<file path="src/rtl/bist_seq_ctrl.sv">
// bist_seq_ctrl: SRAM built-in self-test sequencer.
// Runs the selected pattern generators one after another (lowest index first),
// muxes the active generator onto the single SRAM port and checks every read
// one cycle later against the generator's expected word.
// Optional feature macro: BIST_FAIL_LOG_EN enables the first-failure record
// (fail_pg / fail_addr / fail_data); without it those outputs are tied to 0.
module bist_seq_ctrl #(
    parameter int NUM_PG     = 4,
    parameter int MAX_ADDR   = 256,
    parameter int ADDR_WIDTH = $clog2(MAX_ADDR),
    parameter int DATA_WIDTH = 32,
    parameter int MASK_WIDTH = 4,
    parameter int CNT_WIDTH  = 16,
    localparam int PG_W      = (NUM_PG > 1) ? $clog2(NUM_PG) : 1
) (
    input  logic                             clk,
    input  logic                             rstb,
    input  logic                             start,
    input  logic [NUM_PG-1:0]                pg_sel,
    output logic [NUM_PG-1:0]                pg_en,
    output logic [NUM_PG-1:0]                pg_rst,
    input  logic [NUM_PG*ADDR_WIDTH-1:0]     pg_addr,
    input  logic [NUM_PG*DATA_WIDTH-1:0]     pg_data,
    input  logic [NUM_PG*DATA_WIDTH-1:0]     pg_check,
    input  logic [NUM_PG*MASK_WIDTH-1:0]     pg_wmask,
    input  logic [NUM_PG-1:0]                pg_we,
    input  logic [NUM_PG-1:0]                pg_re,
    input  logic [NUM_PG-1:0]                pg_done,
    output logic                             sram_ce,
    output logic                             sram_we,
    output logic [ADDR_WIDTH-1:0]            sram_addr,
    output logic [DATA_WIDTH-1:0]            sram_din,
    output logic [MASK_WIDTH-1:0]            sram_wmask,
    input  logic [DATA_WIDTH-1:0]            sram_dout,
    output logic                             busy,
    output logic                             done,
    output logic                             fail,
    output logic [CNT_WIDTH-1:0]             err_count,
    output logic [PG_W-1:0]                  fail_pg,
    output logic [ADDR_WIDTH-1:0]            fail_addr,
    output logic [DATA_WIDTH-1:0]            fail_data
);

    typedef enum logic [2:0] {S_IDLE, S_PGRST, S_RUN, S_DRAIN, S_DONE} state_t;

    state_t                  r_state, w_state_nxt;
    logic [NUM_PG-1:0]       r_sel;
    logic [PG_W-1:0]         r_cur, w_cur_nxt;
    logic                    w_start_acc;
    logic                    w_first_vld, w_next_vld;
    logic [PG_W-1:0]         w_first_idx, w_next_idx;

    logic [ADDR_WIDTH-1:0]   w_sel_addr;
    logic [DATA_WIDTH-1:0]   w_sel_data;
    logic [DATA_WIDTH-1:0]   w_sel_check;
    logic [MASK_WIDTH-1:0]   w_sel_wmask;
    logic                    w_sel_we, w_sel_re, w_sel_done;
    logic                    w_rd_issue, w_mismatch;

    logic                    r_vld_p0;
    logic [DATA_WIDTH-1:0]   r_chk_p0;
    logic                    r_fail;
    logic [CNT_WIDTH-1:0]    r_err_cnt;

    // Error counter increment that sticks at all-ones instead of wrapping.
    function automatic logic [CNT_WIDTH-1:0] f_sat_inc(input logic [CNT_WIDTH-1:0] v);
        return (&v) ? v : v + CNT_WIDTH'(1);
    endfunction

    assign w_sel_addr  = pg_addr [int'(r_cur)*ADDR_WIDTH +: ADDR_WIDTH];
    assign w_sel_data  = pg_data [int'(r_cur)*DATA_WIDTH +: DATA_WIDTH];
    assign w_sel_check = pg_check[int'(r_cur)*DATA_WIDTH +: DATA_WIDTH];
    assign w_sel_wmask = pg_wmask[int'(r_cur)*MASK_WIDTH +: MASK_WIDTH];
    assign w_sel_we    = pg_we[r_cur];
    assign w_sel_re    = pg_re[r_cur];
    assign w_sel_done  = pg_done[r_cur];

    // Priority search: lowest bit of the incoming select, next selected bit above cur.
    always_comb begin
        w_first_vld = 1'b0;
        w_first_idx = '0;
        w_next_vld  = 1'b0;
        w_next_idx  = '0;
        for (int i = NUM_PG - 1; i >= 0; i--) begin
            if (pg_sel[i]) begin
                w_first_vld = 1'b1;
                w_first_idx = PG_W'(i);
            end
            if (r_sel[i] && (i > int'(r_cur))) begin
                w_next_vld = 1'b1;
                w_next_idx = PG_W'(i);
            end
        end
    end

    // FSM state register plus latched generator mask and current index.
    always_ff @(posedge clk or negedge rstb) begin
        if (!rstb) begin
            r_state <= S_IDLE;
            r_cur   <= '0;
            r_sel   <= '0;
        end else begin
            r_state <= w_state_nxt;
            r_cur   <= w_cur_nxt;
            if (w_start_acc) r_sel <= pg_sel;
        end
    end

    // FSM next-state: start is only honoured from IDLE or DONE.
    always_comb begin
        w_state_nxt = r_state;
        w_cur_nxt   = r_cur;
        w_start_acc = 1'b0;
        case (r_state)
            S_IDLE, S_DONE: begin
                if (start) begin
                    w_start_acc = 1'b1;
                    if (w_first_vld) begin
                        w_state_nxt = S_PGRST;
                        w_cur_nxt   = w_first_idx;
                    end else begin
                        w_state_nxt = S_DONE;
                    end
                end
            end
            S_PGRST: w_state_nxt = S_RUN;
            S_RUN:   if (w_sel_done) w_state_nxt = S_DRAIN;
            S_DRAIN: begin
                if (w_next_vld) begin
                    w_state_nxt = S_PGRST;
                    w_cur_nxt   = w_next_idx;
                end else begin
                    w_state_nxt = S_DONE;
                end
            end
            default: w_state_nxt = S_IDLE;
        endcase
    end

    // FSM outputs: generator controls, SRAM port mux and status flags.
    always_comb begin
        pg_en      = '0;
        pg_rst     = '0;
        sram_ce    = 1'b0;
        sram_we    = 1'b0;
        sram_addr  = '0;
        sram_din   = '0;
        sram_wmask = '0;
        busy       = 1'b0;
        done       = 1'b0;
        case (r_state)
            S_PGRST: begin
                pg_rst[r_cur] = 1'b1;
                busy          = 1'b1;
            end
            S_RUN: begin
                pg_en[r_cur] = 1'b1;
                busy         = 1'b1;
                sram_ce      = w_sel_we | w_sel_re;
                sram_we      = w_sel_we;
                sram_addr    = w_sel_addr;
                sram_din     = w_sel_data;
                sram_wmask   = w_sel_wmask;
            end
            S_DRAIN: busy = 1'b1;
            S_DONE:  done = 1'b1;
            default: ;
        endcase
    end

    // A cycle with both strobes set is a generator fault: it goes out as a write, never compared.
    assign w_rd_issue = (r_state == S_RUN) && w_sel_re && !w_sel_we;

    // ---- stage p0: read issued, expected word registered alongside it ----
    // Read-valid control bit.
    always_ff @(posedge clk or negedge rstb) begin
        if (!rstb) r_vld_p0 <= 1'b0;
        else       r_vld_p0 <= w_rd_issue;
    end

    // Expected-word pipeline copy; qualified by r_vld_p0 so it needs no reset.
    always_ff @(posedge clk) begin
        r_chk_p0 <= w_sel_check;
    end

    // ---- stage p1: sram_dout valid, compared against the registered check ----
    assign w_mismatch = r_vld_p0 && (sram_dout != r_chk_p0);

    // Sticky fail flag and saturating error counter, cleared on an accepted start.
    always_ff @(posedge clk or negedge rstb) begin
        if (!rstb) begin
            r_fail    <= 1'b0;
            r_err_cnt <= '0;
        end else if (w_start_acc) begin
            r_fail    <= 1'b0;
            r_err_cnt <= '0;
        end else if (w_mismatch) begin
            r_fail    <= 1'b1;
            r_err_cnt <= f_sat_inc(r_err_cnt);
        end
    end

    assign fail      = r_fail;
    assign err_count = r_err_cnt;

`ifdef BIST_FAIL_LOG_EN
    logic [ADDR_WIDTH-1:0] r_addr_p0;
    logic [PG_W-1:0]       r_pg_p0;
    logic [PG_W-1:0]       r_fail_pg;
    logic [ADDR_WIDTH-1:0] r_fail_addr;
    logic [DATA_WIDTH-1:0] r_fail_data;

    // Address and generator index travel with the expected word.
    always_ff @(posedge clk) begin
        r_addr_p0 <= w_sel_addr;
        r_pg_p0   <= r_cur;
    end

    // First mismatch since start is recorded; r_fail still low marks it as the first.
    always_ff @(posedge clk or negedge rstb) begin
        if (!rstb) begin
            r_fail_pg   <= '0;
            r_fail_addr <= '0;
            r_fail_data <= '0;
        end else if (w_start_acc) begin
            r_fail_pg   <= '0;
            r_fail_addr <= '0;
            r_fail_data <= '0;
        end else if (w_mismatch && !r_fail) begin
            r_fail_pg   <= r_pg_p0;
            r_fail_addr <= r_addr_p0;
            r_fail_data <= sram_dout;
        end
    end

    assign fail_pg   = r_fail_pg;
    assign fail_addr = r_fail_addr;
    assign fail_data = r_fail_data;
`else
    assign fail_pg   = '0;
    assign fail_addr = '0;
    assign fail_data = '0;
`endif

endmodule

</file>
<file path="config.mk">
export PLATFORM = sky130hd
export DESIGN_NAME = bist_seq_ctrl
export DESIGN_NICKNAME = d
export VERILOG_FILES = /design/src/rtl/bist_seq_ctrl.sv
export SDC_FILE = /design/constraint.sdc
export NUM_CORES = 1
export LEC_CHECK = 0
export CAP_MARGIN = 20
export CORE_AREA = 3 3 179 181
export CTS_CLUSTER_SIZE = 20
export DETAILED_ROUTE_END_ITERATION = 7
export DIE_AREA = 0 0 182 184
export PLACE_DENSITY = 0.55
export SYNTH_ARGS = -nofsm -noshare
export SYNTH_HDL_FRONTEND = slang
export SYNTH_SLANG_ARGS = --single-unit
</file>
<file path="constraint.sdc">
create_clock -name clk -period 2.1 [get_ports clk]
set_clock_uncertainty 0.1 [all_clocks]
set_input_delay 0.42 -clock clk [delete_from_list [all_inputs] [get_ports clk]]
set_output_delay 0.42 -clock clk [all_outputs]
set_load 0.02 [all_outputs]
</file>
# Yosys cells after proc, flatten, opt, wreduce, memory -nomap -nowiden
# Index checks and enable logic that the tools add are counted.
# op_classes
n_addsub	1
n_lt_le_gt_ge	5
n_eq_ne	10
shift	4
mux	47
n_bitwise	1
n_reduce_logical	17
# ops
cell	n
128-bit by 8-bit variable part select with 32-bit output	2
16-bit two-way mux	3
32-bit two-way mux	1
32-bit != test	1
32-bit by 6-bit variable part select with 8-bit output	1
2-bit two-way mux	10
1-bit two-way mux	19
16-bit by 1-bit adder with 16-bit output, second input constant	1
16-bit AND reduction	1
16-bit by 5-bit variable part select with 4-bit output	1
3-bit two-way mux	4
4-bit two-way mux	3
3-bit one-hot mux with 4 select lines	1
2-bit != test, second input constant	5
8-bit two-way mux	1
1-bit logical AND	7
1-bit binary-select mux with 2-bit select	3
3-bit by 2-bit == test with 1-bit output, second input constant	2
2-bit greater-than comparator, first input constant	2
2-bit one-hot mux with 2 select lines	1
2-bit AND reduction	2
4-bit AND reduction	1
2-bit nonzero test	2
3-bit by 1-bit == test with 1-bit output, second input constant	1
other kinds (10)	10
# totals
register_bits	59
input_bits	355
output_inout_bits	115
wordCells	92

# Depth between registers and ports, before layout
# logic_depth
depth_word	7
ltp_mapped	8
mapped_depth_nobuf	7

# Worst setup path after synthesis
# OpenSTA, ideal clock, no wires.
# synth_path
path_type	register to output
from	reg r_state[0]
to	out sram_ce
arrival_time_ps	1737
required_ps	1580
slack_ps	-157
path_stages_with_launch	5
cell_sequence	dfrtp_1 or3b_2 clkbuf_1 clkbuf_1 o21ai_0
# synth_between
elab_chain_len	2
# synth_rtl
item	line_no	rtl
start: declaration	46	state_t r_state, w_state_nxt;
start signal: assignment	103	r_state <= w_state_nxt;
3-bit by 2-bit == test with 1-bit output	151	case (r_state)
1-bit two-way mux	151	
end: declaration	29	output logic sram_ce,
# Every way passes these cells.

# Final worst setup path
# layout_path
from	reg r_cur[0]
to	out sram_din[5]
# layout_between
elab_chain_len	2
# layout_rtl
item	line_no	rtl
start: declaration	48	logic [PG_W-1:0] r_cur, w_cur_nxt;
start signal: assignment	104	r_cur <= w_cur_nxt;
128-bit by 8-bit variable part select with 32-bit output	71	assign w_sel_data = pg_data [int'(r_cur)*DATA_WIDTH +: DATA_WIDTH];
32-bit two-way mux	151	
end: declaration	32	output logic [DATA_WIDTH-1:0] sram_din,
# Every way passes these cells.

==> flow_summary.toml <==
[setup_path]
crit_type = "reg -> out"
critPathLaunchType = "flop"
worst_ep_required_time_ns = 1.58
cp_data_arrival_time_ns = 1.97
crit_path_max_fanout = 6
endpoint_kind = "primary output"

[layout]
final_cell_mix = "350 x clkdlybuf4s50_1, 79 x mux4_2, 63 x buf_4"
nets = 1287
final_area_um2 = 11140
final_cells = 1334
final_common_cell = "clkdlybuf4s50_1"
nFillCells = 3022
drive_above_1_share = 0.3066
final_util = 0.3642
area_growth_pct = 121.5

[placed_design]
routabilityCongestion = 0.8013
pre_cts_slack_ns = -0.6024
placed_cells = 1271
portBuffers = 427
placed_area_um2 = 9879
dp_hpwl_um = 21440

[synthesis]
ys_types = 49
synth-edff-count = 0
avgSynthCellArea_um2 = 11.38
synth_top_area_frac = 0.3538
synthesis.area_um2 = 5029
yosys-top-cells-area = "mux4_2 35%, dfrtp_1 13%, dfxtp_1 13%"
synth_seq_cells = 58
yosys_warnings = 0
synth_ff_type = "dfxtp_1"
ys_async_sr_fraction = 0.4483
syn_inst = 442
synth_largest_area_cell = "mux4_2"
ys_seq_area_frac = 0.2568

[sta]
finalSetupViolCount = 54
holdWs_ns = 0.3606
hold_viol_final = 0
setup_ws_ns = -0.3881
tightest_slew_ns = 0.5116
max_freq_mhz = 401.9
min_period_ns = 2.488
rsz0062_at_grt = "true"
final_max_slew_viol_count = 0
relSlewSlack = 0.6590
fin_crit_sh = 1.185
tns_ns = -15.92

[clock_network]
cts_buffer_depth = 2
cts_root_buf = "clkbuf_16"
clk_latency_ns = 0.34
cts.clk_slew.worst_paths_ns = 0.06
cts_hold_buf = 0
ctsHtreeMaxLevel = 3
cts_buffers = 9
cts_tree = "yes"
cts_sinks = 58

[detailed_routing]
drtIter0Drc = 172
firstDrtPassIters = 6
wl_per_cell_um = 19.84
post-route-drc-count = 0
routed_wl_um = 26470
avgViaCountPerCell = 4.164
ant_nets = 0
via_count = 5555

[grt]
grt_pass1_wl_um = 36440
grt_use_total = 0.1458
overflow = 0
grt_max_degree = 29
grt_pass1_vias = 5841
antenna_found_initial = 2

[outcome]
failed_checks = "setup timing"
outcome = "finished, violations left"

[floorplan]
die_h_um = 184
rows = 64
start_util = 0.1644
ios = 470
coreArea_um2 = 30590
die-width_um = 182
dieArea_um2 = 33490

[power_and_ir_drop]
ir_worst_vdd_mv = 0.4020
power_mw = 11.46
power_density_nw_per_um2 = 1029
p_leak_nw = 4.470

[min_path]
hold_path_class = "in -> async"

[flow_run]
maxCapViolCount = 0
[logic make-up (layout without fill, tap and decap cells)]
logic type / count (synthesis) / count (layout) / synth area share
mux: 84 / 84 / 0.3638
flops: 58 / 58 / 0.2568
compound gates: 41 / 41 / 0.05499
simple gates: 137 / 137 / 0.1543
fa+ha+maj: 1 / 1 / 0.002488
other cells: 1 / 44 / 0.0007457
xor+xnor: 39 / 39 / 0.06793
buf+inv: 81 / 534 / 0.09903
[cell type report]
| type | count | area (um2) | share of cell area |
|---|---|---|---|
| tap | 396 | 495.5 | 0.04448 |
| clock buffer | 15 | 299.0 | 0.02684 |
| inverter | 8 | 35.03 | 0.003145 |
| sequential | 58 | 1299 | 0.1166 |
| timing repair buffer | 510 | 5283 | 0.4742 |
| antenna | 2 | 5.005 | 0.0004493 |
| multi-input combinational | 344 | 3719 | 0.3338 |
| clock inverter | 1 | 5.005 | 0.0004493 |
[power by group]
group	internal, mW	total, mW	switching [mW]
registers	1.52	1.79	0.270
clock network	0.966	1.49	0.522
logic	4.60	8.18	3.58
[Yosys cell counts, drive strengths merged (2+ instances only)]
| cell | count |
|---|---|
| a211oi | 2 |
| inv | 8 |
| xnor2 | 39 |
| mux4 | 79 |
| or3b | 2 |
| a21oi | 17 |
| nand2b | 2 |
| nor2 | 31 |
| a31o | 5 |
| nor4 | 3 |
| a2111oi | 3 |
| o22ai | 2 |
| mux2i | 5 |
| buf | 59 |
| clkbuf | 14 |
| nor2b | 46 |
| nand2 | 24 |
| dfrtp | 26 |
| and4 | 2 |
| dfxtp | 32 |
| nand3 | 3 |
| and3 | 5 |
| nand4 | 11 |
| o21ai | 5 |
| nor3 | 5 |
[sequential cells by signal, summed over array words and instances, names as in the netlist]
name	count
r_vld_p0	1
r_cur	2
r_sel	3
err_count	16
r_state	3
fail	1
r_chk_p0	32
[metal layers]
layer	routed length, um	GRT usage	vias up
met5	0	0	-
met4	709	0.05698	0
met3	1796	0.03383	27
met2	14210	0.2665	277
met1	9748	0.1641	2693
li1	-	-	2558
[critical path: stages (launching register included)]
cell and delay [ns]:
dfrtp_4 0.54, buf_12 0.15, buf_12 0.13, buf_6 0.11
mux4_2 0.42, nor2b_1 0.14, buf_4 0.15
[what timing repair did]
action,CTS,global route
gates cloned,5,3
pin swaps,10,28
endpoints found under the hold margin,0,0
resized for setup,291,127
endpoints found under the setup margin,65,73
buffers inserted,12,27
[worst paths after layout]
check,start,end,slack (ns),depth (start not counted)
min,rstb,err_count[10],0.36,2
min in group clk,fail,fail,0.41,2
min reg2reg,fail,fail,0.41,2
max in group asynchronous,rstb,r_cur[0],1.23,2
max reg2reg,r_cur[0],r_cur[1],0.09,11
max,r_cur[0],sram_din[5],-0.39,6
No activity file was read; power rests on OpenSTA's default activity.
